===== src/rtl/abus_disp_pkg.sv =====
// Shared types and constants for the abus single-digit hex display.
// Latency: n/a (declarations only).
// Backpressure: n/a; the display has no handshake and is only paused via hold.
package abus_disp_pkg;

    // Display sequencing phases; one full period is
    // CAPTURE -> SHOW_HI -> GAP1 -> SHOW_LO -> GAP2 -> CAPTURE.
    typedef enum logic [2:0] {
        ST_CAPTURE = 3'd0,
        ST_SHOW_HI = 3'd1,
        ST_GAP1    = 3'd2,
        ST_SHOW_LO = 3'd3,
        ST_GAP2    = 3'd4
    } disp_state_e;

    // All segments dark (active-high encoding, bit0 = a .. bit6 = g).
    localparam logic [6:0] SEG_BLANK = 7'h00;

    // Hex digit glyphs, indexed by nibble value. Packed with entry 15 first,
    // so SEG_HEX[n] is the glyph for digit n.
    localparam logic [15:0][6:0] SEG_HEX = {
        7'h71, 7'h79, 7'h5E, 7'h39,   // F E D C
        7'h7C, 7'h77, 7'h6F, 7'h7F,   // B A 9 8
        7'h07, 7'h7D, 7'h6D, 7'h66,   // 7 6 5 4
        7'h4F, 7'h5B, 7'h06, 7'h3F    // 3 2 1 0
    };

    // Larger of two integers, used to size the dwell counter.
    function automatic int max_int(input int a, input int b);
        return (a > b) ? a : b;
    endfunction

endpackage


===== src/rtl/abus_hex_display_hex_to_seg7.sv =====
// Nibble to 7-segment glyph decoder (active-high segments, bit0 = a).
// Latency: purely combinational, zero cycles.
// Backpressure: none.
module hex_to_seg7
    import abus_disp_pkg::*;
(
    input  logic [3:0] nib_i,
    output logic [6:0] seg_o
);

    // Table lookup; every nibble value has a defined glyph.
    always_comb begin
        seg_o = SEG_HEX[nib_i];
    end

endmodule


===== src/rtl/abus_hex_display.sv =====
// Shows a snapshot of abus on one 7-segment digit: high nibble (dp lit), gap, low nibble, gap.
// Latency: 1 CAPTURE cycle, then SHOW_CYCLES/GAP_CYCLES dwell per phase; outputs decode registered state only.
// Backpressure: hold freezes state, counter, snapshot and outputs. Build option: SEG_ACTIVE_LOW_EN inverts seg/dp.
module abus_hex_display
    import abus_disp_pkg::*;
#(
    parameter int SHOW_CYCLES = 10_000_000,
    parameter int GAP_CYCLES  = 2_000_000
) (
    input  logic       clk,
    input  logic       rst,
    input  logic [7:0] abus_in,
    input  logic       hold,
    output logic [6:0] seg_out,
    output logic       dp_out,
    output logic       nibble_sel
);

    // Derived counter width; wide enough to hold the longest dwell value.
    localparam int CNT_W = $clog2(max_int(SHOW_CYCLES, GAP_CYCLES) + 1);

    // Terminal counts for each dwell phase. With no gap configured the gap
    // states are never entered, so GAP_LAST is never compared.
    localparam logic [CNT_W-1:0] SHOW_LAST = CNT_W'(SHOW_CYCLES - 1);
    localparam logic [CNT_W-1:0] GAP_LAST  = (GAP_CYCLES > 0) ? CNT_W'(GAP_CYCLES - 1) : '0;
    localparam bit               HAS_GAP   = (GAP_CYCLES > 0);

    disp_state_e      state_q, state_d;
    logic [CNT_W-1:0] cnt_q,   cnt_d;
    logic [7:0]       snap_q,  snap_d;

    logic [3:0]       nib_sel;
    logic [6:0]       seg_glyph;
    logic [6:0]       seg_raw;
    logic             dp_raw;
    logic             show_hi;
    logic             show_lo;

    // State, dwell counter and snapshot registers; reset wins over hold.
    always_ff @(posedge clk) begin
        if (rst) begin
            state_q <= ST_CAPTURE;
            cnt_q   <= '0;
            snap_q  <= 8'h00;
        end else begin
            state_q <= state_d;
            cnt_q   <= cnt_d;
            snap_q  <= snap_d;
        end
    end

    // Next-state logic: each dwell phase counts 0..N-1 and then moves on with
    // the counter cleared. While hold is high nothing advances at all.
    always_comb begin
        state_d = state_q;
        cnt_d   = cnt_q;
        snap_d  = snap_q;

        if (!hold) begin
            unique case (state_q)
                ST_CAPTURE: begin
                    snap_d  = abus_in;
                    cnt_d   = '0;
                    state_d = ST_SHOW_HI;
                end

                ST_SHOW_HI: begin
                    if (cnt_q == SHOW_LAST) begin
                        cnt_d = '0;
                        if (HAS_GAP) begin
                            state_d = ST_GAP1;
                        end else begin
                            state_d = ST_SHOW_LO;
                        end
                    end else begin
                        cnt_d = cnt_q + CNT_W'(1);
                    end
                end

                ST_GAP1: begin
                    if (cnt_q == GAP_LAST) begin
                        cnt_d   = '0;
                        state_d = ST_SHOW_LO;
                    end else begin
                        cnt_d = cnt_q + CNT_W'(1);
                    end
                end

                ST_SHOW_LO: begin
                    if (cnt_q == SHOW_LAST) begin
                        cnt_d = '0;
                        if (HAS_GAP) begin
                            state_d = ST_GAP2;
                        end else begin
                            state_d = ST_CAPTURE;
                        end
                    end else begin
                        cnt_d = cnt_q + CNT_W'(1);
                    end
                end

                ST_GAP2: begin
                    if (cnt_q == GAP_LAST) begin
                        cnt_d   = '0;
                        state_d = ST_CAPTURE;
                    end else begin
                        cnt_d = cnt_q + CNT_W'(1);
                    end
                end

                default: begin
                    // Unreachable encodings recover to a clean period start.
                    cnt_d   = '0;
                    state_d = ST_CAPTURE;
                end
            endcase
        end
    end

    // Select which snapshot nibble feeds the decoder; only matters while showing.
    always_comb begin
        show_hi = (state_q == ST_SHOW_HI);
        show_lo = (state_q == ST_SHOW_LO);
        nib_sel = show_hi ? snap_q[7:4] : snap_q[3:0];
    end

    hex_to_seg7 u_hex_to_seg7 (
        .nib_i (nib_sel),
        .seg_o (seg_glyph)
    );

    // Active-high display image from registered state: glyph while showing,
    // dark otherwise; dp marks the high nibble.
    always_comb begin
        seg_raw = SEG_BLANK;
        dp_raw  = 1'b0;
        if (show_hi || show_lo) begin
            seg_raw = seg_glyph;
        end
        if (show_hi) begin
            dp_raw = 1'b1;
        end
    end

    // Output polarity; common-anode boards need segments and dp inverted,
    // nibble_sel stays a plain debug flag in both builds.
`ifdef SEG_ACTIVE_LOW_EN
    always_comb begin
        seg_out    = ~seg_raw;
        dp_out     = ~dp_raw;
        nibble_sel = show_hi;
    end
`else
    always_comb begin
        seg_out    = seg_raw;
        dp_out     = dp_raw;
        nibble_sel = show_hi;
    end
`endif

endmodule


===== config.mk =====
export PLATFORM = sky130hd
export DESIGN_NAME = abus_hex_display
export DESIGN_NICKNAME = d
export VERILOG_FILES = /design/src/rtl/abus_disp_pkg.sv /design/src/rtl/abus_hex_display_hex_to_seg7.sv /design/src/rtl/abus_hex_display.sv
export SDC_FILE = /design/constraint.sdc
export NUM_CORES = 1
export LEC_CHECK = 0
export BUFFER_PORTS_ARGS = -buffer_cell sky130_fd_sc_hd__buf_2
export CORE_UTILIZATION = 35
export DETAILED_ROUTE_END_ITERATION = 10
export GPL_TIMING_DRIVEN = 0
export PLACE_DENSITY_LB_ADDON = 0.12
export SKIP_CTS_REPAIR_TIMING = 1
export SLEW_MARGIN = 20
export SYNTH_ARGS = -nofsm -noshare
export SYNTH_HDL_FRONTEND = slang
export SYNTH_SLANG_ARGS = --single-unit

===== constraint.sdc =====
create_clock -name clk -period 3.96 [get_ports clk]
set_input_delay 0.396 -clock clk [delete_from_list [all_inputs] [get_ports clk]]
set_output_delay 0.396 -clock clk [all_outputs]
set_load 0.03 [all_outputs]

==> results, run 1 <==
- The final layout contains routed wiring with a total length of about 4100 µm.
- The number of setup violations in the final report is 0.
- After technology mapping, the gate count stands at 226.
- Sequential elements use 35.9% of the synthesized area.
- Setup repair after global routing left no endpoint under its margin.
- In this run the vertical extent of the chip is 76.6 µm.
- The beginning of the critical path is state_q[1].
- The number of antenna violations at the first check in global routing is 0.
- The total via count after detailed routing is 1621.
- The netlist area before placement is a little under 2000 µm².
- The critical path is of the flop to output pin type.
- STA puts the critical path data arrival time at 3.04 ns.
- The critical path contains buffers and inverters numbering 4 combined.
- The I/O pin count is 20.
- The worst setup path is captured at an output pin.
- In the final layout, the multi-input gates occupy about 1200 µm².
- Global routing used around 15% of the available tracks.
- The total of flip-flops plus latches after synthesis is 35.
- The number of nets in the synthesized netlist is around 240.
- The number of endpoints with negative hold slack in the final report was 0.
- The maximum clock path buffer count is 2.
- The relative slew slack is 41.4%.
- After detailed routing, the average wire length per cell comes to 12.8 µm.
- Between clock sinks in the finished design, the worst skew comes to 0.00454 ns.
- In this run the core area contains 26 standard-cell rows.
- For the worst-skew pair, the clock arrives at the later sink with an insertion delay of roughly 0.28 ns.
- The slowest stage of the critical path belongs to the cell sky130_fd_sc_hd__mux2i_1.
- The sequential standard cell area is between 700 and 800 µm².
- Walking the worst path, the cells encountered are clkbuf_1 > nor3b_1 > buf_2 > mux2i_1 > inv_1 > ha_1 > mux4_2 > nor2_1 > buf_2.
- The maximum clock rate is 291 MHz.
- The primary flip-flop cell chosen by synthesis mapping is sky130_fd_sc_hd__dfxtp_1.
- The final-report max-slew violation count is 0.
- The wire length of the first global-routing pass is 6850 µm.
- The power density of the placed cells is between 300 and 400 nW/µm².
- The biggest cell delay along the critical path is a little over 0.6 ns.
- The most numerous cell type found on the critical path is sky130_fd_sc_hd__buf_2.
- The H-tree was split into 2 levels.
- The endpoint identified for the worst register-to-register timing path is cnt_q[5].
- The clock network fraction of design power is 35.2%.
- The synthesized design devotes to its leading area cell type 35.9% of total area.
- The number of global-route vias before repair is approximately 1500.
- A synthesized cell averages 8.63 µm².
- The beginning of the worst register-to-register path is cnt_q[0].
- The net switching component of the power is 207 µW.
- Max-cap violations in this run came to 0.
- The data required time at the worst endpoint is between 3 and 4 ns.
- The share of async-settable or async-resettable flops after synthesis is 0%.
- The post-detailed-placement half-perimeter wirelength is about 3100 µm.
- The tree built by TritonCTS fans out to 35 sinks.
- The detailed router's first-iteration violation count is 61.
- The area added between synthesis and finish is 14.1%.
- The pre-antenna-repair detailed-routing pass consisted of 4 iterations.
- The critical path ends at seg_out[3].
- Internal power comes to 540 µW.
- The cell sitting at the root of the clock tree is a sky130_fd_sc_hd__clkbuf_8.
- The number of nets in the final layout is 269.
- The count of cell types in the netlist is 44.
- The count of buffers added on input and output ports is 18.
- For this run, design rule violations remaining after detail routing come to 0.
- The cell type group with the largest total delay on the critical path is multiplexers.
- The clock tree from TritonCTS is yes.
- The critical path crosses 9 cells after its start point.
- The count of flip-flops with a built-in enable after synthesis is 0.
- The floorplan step defined a die boundary enclosing 5870 µm².
- STA classifies the critical path startpoint as a flop.
- The initial utilization of the core area, before any placement, comes to 37.2%.
- The clock edge transition at the registers on the reported setup and hold paths is roughly 0.070 ns.
- The flow ran to the end, and the final reports show no timing, DRC or antenna violations.
- The total leakage power is 0.819 nW.
- For the pin with the worst max-slew slack, the measured transition is between 0.8 and 0.9 ns.
- The share of layout cells above drive strength 1 is 14.7%.
- Buffers inserted during clock tree synthesis total 5.
- The worst register-to-register path has a setup slack of about 1.6 ns.
- For the worst flop-to-flop path, the logic depth is 8.
- Across the VDD grid, the largest voltage drop is 0.139 mV.
- The remaining antenna violation count is 0.
- The maximum fanout along the worst path is 8.
- The fraction of power consumed by combinational cells is 15.8%.
- Net switching is ~28% of the power.
- The final critical path takes up slightly below 90% of the cycle.
- Of the total power, registers draw 49.0%.
- The count of yosys warnings during synthesis is 0.
- The worst path in the final design needs a cycle of around 3.4 ns, including I/O delays and setup.
- Routability-driven placement finished with a final weighted congestion of 0.730.
- The global-route congestion overflow total is 0.
- Entering global routing, the biggest net connects 11 pins.
- The repair_antennas step left the layout with diodes totalling 0.
- The filler cell count in the final layout is 552.
- The post-placement cell count is 314.
- The sum of negative setup slack is 0 ns.
- Counting instances, the worst hold path has a depth of 2.
- By area the synthesized netlist is led by sky130_fd_sc_hd__dfxtp_1 (36%), sky130_fd_sc_hd__nor2_1 (7.5%), sky130_fd_sc_hd__mux2i_1 (6.7%).
- The width of the die is between 70 and 80 µm.
- Once layout is complete, the cells apart from fillers number ~320.
- Summed over all instances, the cell type with the most area after synthesis is sky130_fd_sc_hd__dfxtp_1.
- The number of vias per cell after detailed routing is 5.05.
- The worst min-delay path category is input port to flop.
- The total area inside the core boundary comes to 5240 µm².
how the worst min path moves through the flow:
stage | start | endpoint | slack, ns
5_1_grt | rst | state_q[1] | 0.35
6_report | rst | state_q[0] | 0.34
3_5_place_dp | snap_q[0] | snap_q[0] | 0.48
4_1_cts | rst | state_q[0] | 0.34
3_3_place_gp | snap_q[0] | snap_q[0] | 0.48
2_1_floorplan | snap_q[0] | snap_q[0] | 0.46
metal layers:
metal	track usage, %	vias to the layer above	part of all wire, %
met2	23.0	17	43
met3	3.59	5	2.4
met4	4.62	0	1.1
met5	0	-	0
met1	20.0	746	53
li1	-	853	-
placed cells by master, fill, tap and decap left out, types with 3 or more instances in the layout:
master | synthesis | layout
sky130_fd_sc_hd__a21oi_1 | 7 | 7
sky130_fd_sc_hd__buf_2 | 3 | 21
sky130_fd_sc_hd__clkbuf_1 | 5 | 5
sky130_fd_sc_hd__clkbuf_8 | 0 | 6
sky130_fd_sc_hd__dfxtp_1 | 35 | 35
sky130_fd_sc_hd__ha_1 | 7 | 7
sky130_fd_sc_hd__inv_1 | 6 | 6
sky130_fd_sc_hd__mux2i_1 | 13 | 13
sky130_fd_sc_hd__nand2_1 | 16 | 16
sky130_fd_sc_hd__nand3_1 | 8 | 8
sky130_fd_sc_hd__nand4_1 | 6 | 6
sky130_fd_sc_hd__nor2_1 | 39 | 39
sky130_fd_sc_hd__nor3_1 | 5 | 5
sky130_fd_sc_hd__nor4_1 | 5 | 5
sky130_fd_sc_hd__o211ai_1 | 4 | 4
sky130_fd_sc_hd__o21ai_0 | 9 | 9
sky130_fd_sc_hd__o31ai_1 | 3 | 3
sky130_fd_sc_hd__xnor2_1 | 10 | 10
sky130_fd_sc_hd__xor2_1 | 12 | 12
power by group through the flow:
stage          Clock (mW)  Combinational, mW  Sequential (mW)
6_report            0.263              0.118            0.366
5_1_grt             0.289              0.130            0.367
4_1_cts             0.270              0.119            0.365
3_5_place_dp            0              0.119            0.374
3_3_place_gp            0              0.119            0.373
2_1_floorplan           0             0.0889            0.372
logic make-up (layout without fill, tap and decap cells):
kind of cell	Yosys count	count (layout)	share of synthesized area, %
adder cells (fa/ha/maj)	7	7	4.49
AO/OA/AOI/OAI	31	31	11.0
XOR/XNOR	22	22	9.88
multiplexers	16	16	8.99
buffers and inverters	16	41	3.85
AND/OR/NAND/NOR	99	99	25.8
flip-flops	35	35	35.9
area by class of cell:
type	count	share of cell area (%)
sequential	35	31.5
inverter	6	1.01
tap	70	3.94
multi-input combinational	175	53.2
buffer	10	2.36
timing repair buffer	18	4.05
clock inverter	1	0.225
clock buffer	6	3.71
Yosys cell counts, drive strengths merged, types with 4 or more instances:
cell    count
a21oi       7
buf         5
clkbuf      5
dfxtp      35
ha          7
inv         6
mux2i      13
nand2      16
nand3       9
nand4       6
nor2       39
nor3        5
nor4        6
o211ai      4
o21ai       9
o31ai       4
xnor2      10
xor2       12
stage by stage:
stage / area, µm² / worst slack [ns] / power (mW) / utilization, % / hold WS, ns
after floorplan: 1950 / 0.820 / 0.461 / - / 0.460
after global placement: 2130 / 0.818 / 0.492 / 40.6 / 0.476
after detailed placement: 2130 / 0.777 / 0.492 / 40.6 / 0.482
after CTS: 2210 / 0.465 / 0.755 / 42.3 / 0.340
after global routing: 2220 / 0.195 / 0.786 / 42.5 / 0.351
final: 2220 / 0.522 / 0.747 / 42.5 / 0.343
sequential cells by signal, indices dropped and copies added, names as in the netlist:
name     flops
state_q      3
cnt_q       24
snap_q       8
No activity file was read; power rests on OpenSTA's default activity.
==> inputs of run 2 (changes only) <==
==> constraint.sdc (replaced) <==
create_clock -name clk -period 3.96 [get_ports clk]
set_input_delay 0.792 -clock clk [delete_from_list [all_inputs] [get_ports clk]]
set_output_delay 0.792 -clock clk [all_outputs]
set_load 0.03 [all_outputs]
==> run 2 against run 1 <==
  * Cell area increased by 0.34%
  * Largest cell class unchanged
  * Sequential power about the same
  * Register-to-register slack barely moved
  * Highest routed layer unchanged
  * Clock skew is essentially flat
  * Maximum frequency is 7.8% lower
  * Critical path type unchanged
  * Critical path depth did not move
==> results, run 2 (synthesis gave the netlist of run 1 again) <==
- The initial cell density of the core is 37.2% (unchanged).
- The fraction of power consumed by combinational cells was 16.0% (+0.2 points).
- The share of layout cells above drive strength 1 is 15.5% (+0.80 points).
- The clock network fraction of design power is 35.1% (about the same).
- The filler cell count in the final layout is 553 (+0.18%).
- The sum of negative setup slack is 0 ns (unchanged).
- The minimum setup slack after placement was 0.381 ns (-0.396 ns).
- The hold path startpoint is cnt_q[1].
- The maximum fanout along the worst path is 8 (unchanged).
- The worst reg-to-reg setup slack is 1.62 ns (about the same).
- The placeable core area is 5240 µm² (unchanged).
- The number of cells on the worst hold path is 2 (unchanged).
- The worst supply voltage drop on vdd is 0.139 mV (about the same).
- The library cells used most frequently in the layout, excluding fill and tap cells, are sky130_fd_sc_hd__nor2_1 (39), sky130_fd_sc_hd__dfxtp_1 (35), sky130_fd_sc_hd__buf_2 (21), sky130_fd_sc_hd__nand2_1 (16), sky130_fd_sc_hd__xor2_1 (12).
- The total wire length after detailed routing is 4120 µm (+0.37%).
- The max-capacitance violation count is 0 (unchanged).
- The number of search-and-repair iterations in the first detailed-routing pass came to 4 (unchanged).
- The maximum clock rate is 268 MHz (-7.8%).
- The number of antenna violations at the first check in global routing is 0 (unchanged).
- The total non-filler cell area in the finished layout came to 2230 µm² (+0.34%).
- The final worst-path cycle share came to 94.2% (+7.3 points).
- The power density of the placed cells is 336 nW/µm² (about the same).
- The total via count after detailed routing is 1635 (+0.86%).
- The area growth from synthesis to layout is 14.4%.
- The switching fraction of total power is 27.7% (+0.062 points).
- The die span in y is 76.6 µm (unchanged).
- The final-report max-slew violation count came to 0 (unchanged).
- The remaining antenna violation count is 0 (unchanged).
- The sequential share of power is 48.9% (about the same).
- The number of setup violations in the final report is 0 (unchanged).
- The maximum number of pins on one net before global-route repair came to 11 (unchanged).
- The sink of the worst hold path is cnt_q[1].
- The number of clock buffers inserted by TritonCTS is 5 (unchanged).
- The internal power consumption came to 541 µW (+0.20%).
- TritonCTS built the clock tree.
- The number of endpoints with negative hold slack in the final report came to 0 (unchanged).
- Setup repair after global routing left no endpoint under its margin.
- The number of nets in the final layout is 269 (unchanged).
- The data required time at the worst endpoint was 3.17 ns (-0.39 ns).
- The beginning of the worst register-to-register path is cnt_q[0].
- The wire length of the first global-routing pass is 6850 µm (unchanged).
- The least setup slack across all paths after layout is 0.231 ns (-0.291 ns).
- The maximum clock skew at final layout is 0.00472 ns (+0.000176 ns).
- The number of flip-flops under the largest register name came to 24 (unchanged).
- The number of vias per cell after detailed routing was 5.09 (+0.86%).
- The number of remaining DRC errors was 0 (unchanged).
- The number of global-route vias before repair is 1475 (unchanged).
- The count of buffers inserted at the top-level ports is 18 (unchanged).
- The total inserted antenna cells is 0 (unchanged).
- The clock edge transition at the registers on the reported setup and hold paths is 0.07 ns (about the same).
- The classification of the worst setup path is flop to output pin.
- The detailed router's first-iteration violation count is 63 (+3.3%).
- The worst reg2reg path depth is 8 (unchanged).
- In the final layout, the registers with the most flip-flops are cnt_q (24), snap_q (8), state_q (3).
- The all-layer global routing usage was 14.8% (unchanged).
- The type of element capturing the critical path is an output pin.
- The I/O pin count is 20 (unchanged).
- The cell area after placement is 2130 µm² (unchanged).
- The routed wirelength normalized by instance count is 12.8 µm (+0.37%).
- The net switching component of the power is 208 µW (+0.51%).
- The actual slew at the worst max-slew pin is 0.855 ns (-0.0158 ns).
- The number of core rows is 26 (unchanged).
- Leaving out fill and tap cells, the most frequent cell in the layout is sky130_fd_sc_hd__nor2_1.
- The maximum clock path buffer count is 2 (unchanged).
- The global-route congestion overflow total came to 0 (unchanged).
- The arrival time at the worst endpoint was 2.94 ns (-0.10 ns).
- The width of the die is 76.6 µm (unchanged).
- The clock latency at the later pin of the worst-skew pair is 0.28 ns (about the same).
- The post-detailed-placement half-perimeter wirelength is 3070 µm (unchanged).
- The worst register-to-register path ends at cnt_q[14].
- The final RePlAce weighted congestion is 0.730 (unchanged).
- STA classifies the critical path startpoint as a flop.
- The flow ran to the end, and the final reports show no timing, DRC or antenna violations.
- The relative slew slack is 42.5% (+1.1 points).
- The register bank with the most flops is cnt_q.
- The worst min-delay path category is flop to flop.
- The minimum clock period after layout is 3.73 ns (+0.291 ns).
- The area enclosed by the die boundary is 5870 µm² (unchanged).
- The total leakage power is 0.819 nW (about the same).
- CTS placed an instance of sky130_fd_sc_hd__clkbuf_8 at the clock tree root.
- The deepest level of the CTS H-tree was 2 (unchanged).
- The number of clock sinks seen by CTS is 35 (unchanged).
run 2: worst max-delay path by stage:
stage / from / endpoint / slack [ns] / depth (start not counted)
final: state_q[1] / seg_out[3] / 0.23 / 9
after global placement: state_q[1] / seg_out[3] / 0.42 / 9
after CTS: state_q[1] / seg_out[3] / 0.07 / 9
after floorplan: state_q[1] / seg_out[5] / 0.42 / 9
after detailed placement: state_q[2] / seg_out[3] / 0.38 / 9
after global routing: state_q[2] / seg_out[3] / 0.01 / 9
run 2: power groups by stage:
stage,registers [mW],logic (mW),clock network [mW]
6_report,0.367,0.120,0.263
5_1_grt,0.367,0.131,0.289
4_1_cts,0.365,0.119,0.270
3_5_place_dp,0.374,0.119,0
3_3_place_gp,0.373,0.119,0
2_1_floorplan,0.372,0.0889,0
run 2: routing by layer:
| layer | track usage [%] | routed length (µm) |
|---|---|---|
| met4 | 4.62 | 46 |
| met5 | 0 | 0 |
| met3 | 3.59 | 114 |
| met1 | 20.0 | 2150 |
| met2 | 23.0 | 1800 |
run 2: area by class of cell:
class                   count  area, µm²  share of cell area, %
multi-input cells         175       1190                   53.3
flip-flops and latches     35        701                   31.4
repair buffers             18       90.1                   4.04
well taps                  70       87.6                   3.93
clock buffers               6       82.6                   3.70
plain buffers              10       52.6                   2.36
inverters                   6       22.5                   1.01
clock inverters             1       5.00                  0.224
run 2: critical path, cell delays in order (launching register included):
cell	delay (ns)
sky130_fd_sc_hd__dfxtp_1	0.30
sky130_fd_sc_hd__clkbuf_1	0.18
sky130_fd_sc_hd__nor3b_1	0.21
sky130_fd_sc_hd__buf_2	0.26
sky130_fd_sc_hd__mux2i_2	0.50
sky130_fd_sc_hd__inv_1	0.13
sky130_fd_sc_hd__ha_1	0.29
sky130_fd_sc_hd__mux4_2	0.49
sky130_fd_sc_hd__nor2_1	0.09
sky130_fd_sc_hd__buf_2	0.20
run 2: stage by stage:
step,cells,hold WS (ns),total power [mW],util (%)
2_1_floorplan,226,0.460,0.461,-
3_3_place_gp,314,0.476,0.492,40.6
3_5_place_dp,314,0.482,0.492,40.6
4_1_cts,321,0.500,0.755,42.3
5_1_grt,321,0.534,0.788,42.6
6_report,321,0.513,0.749,42.6
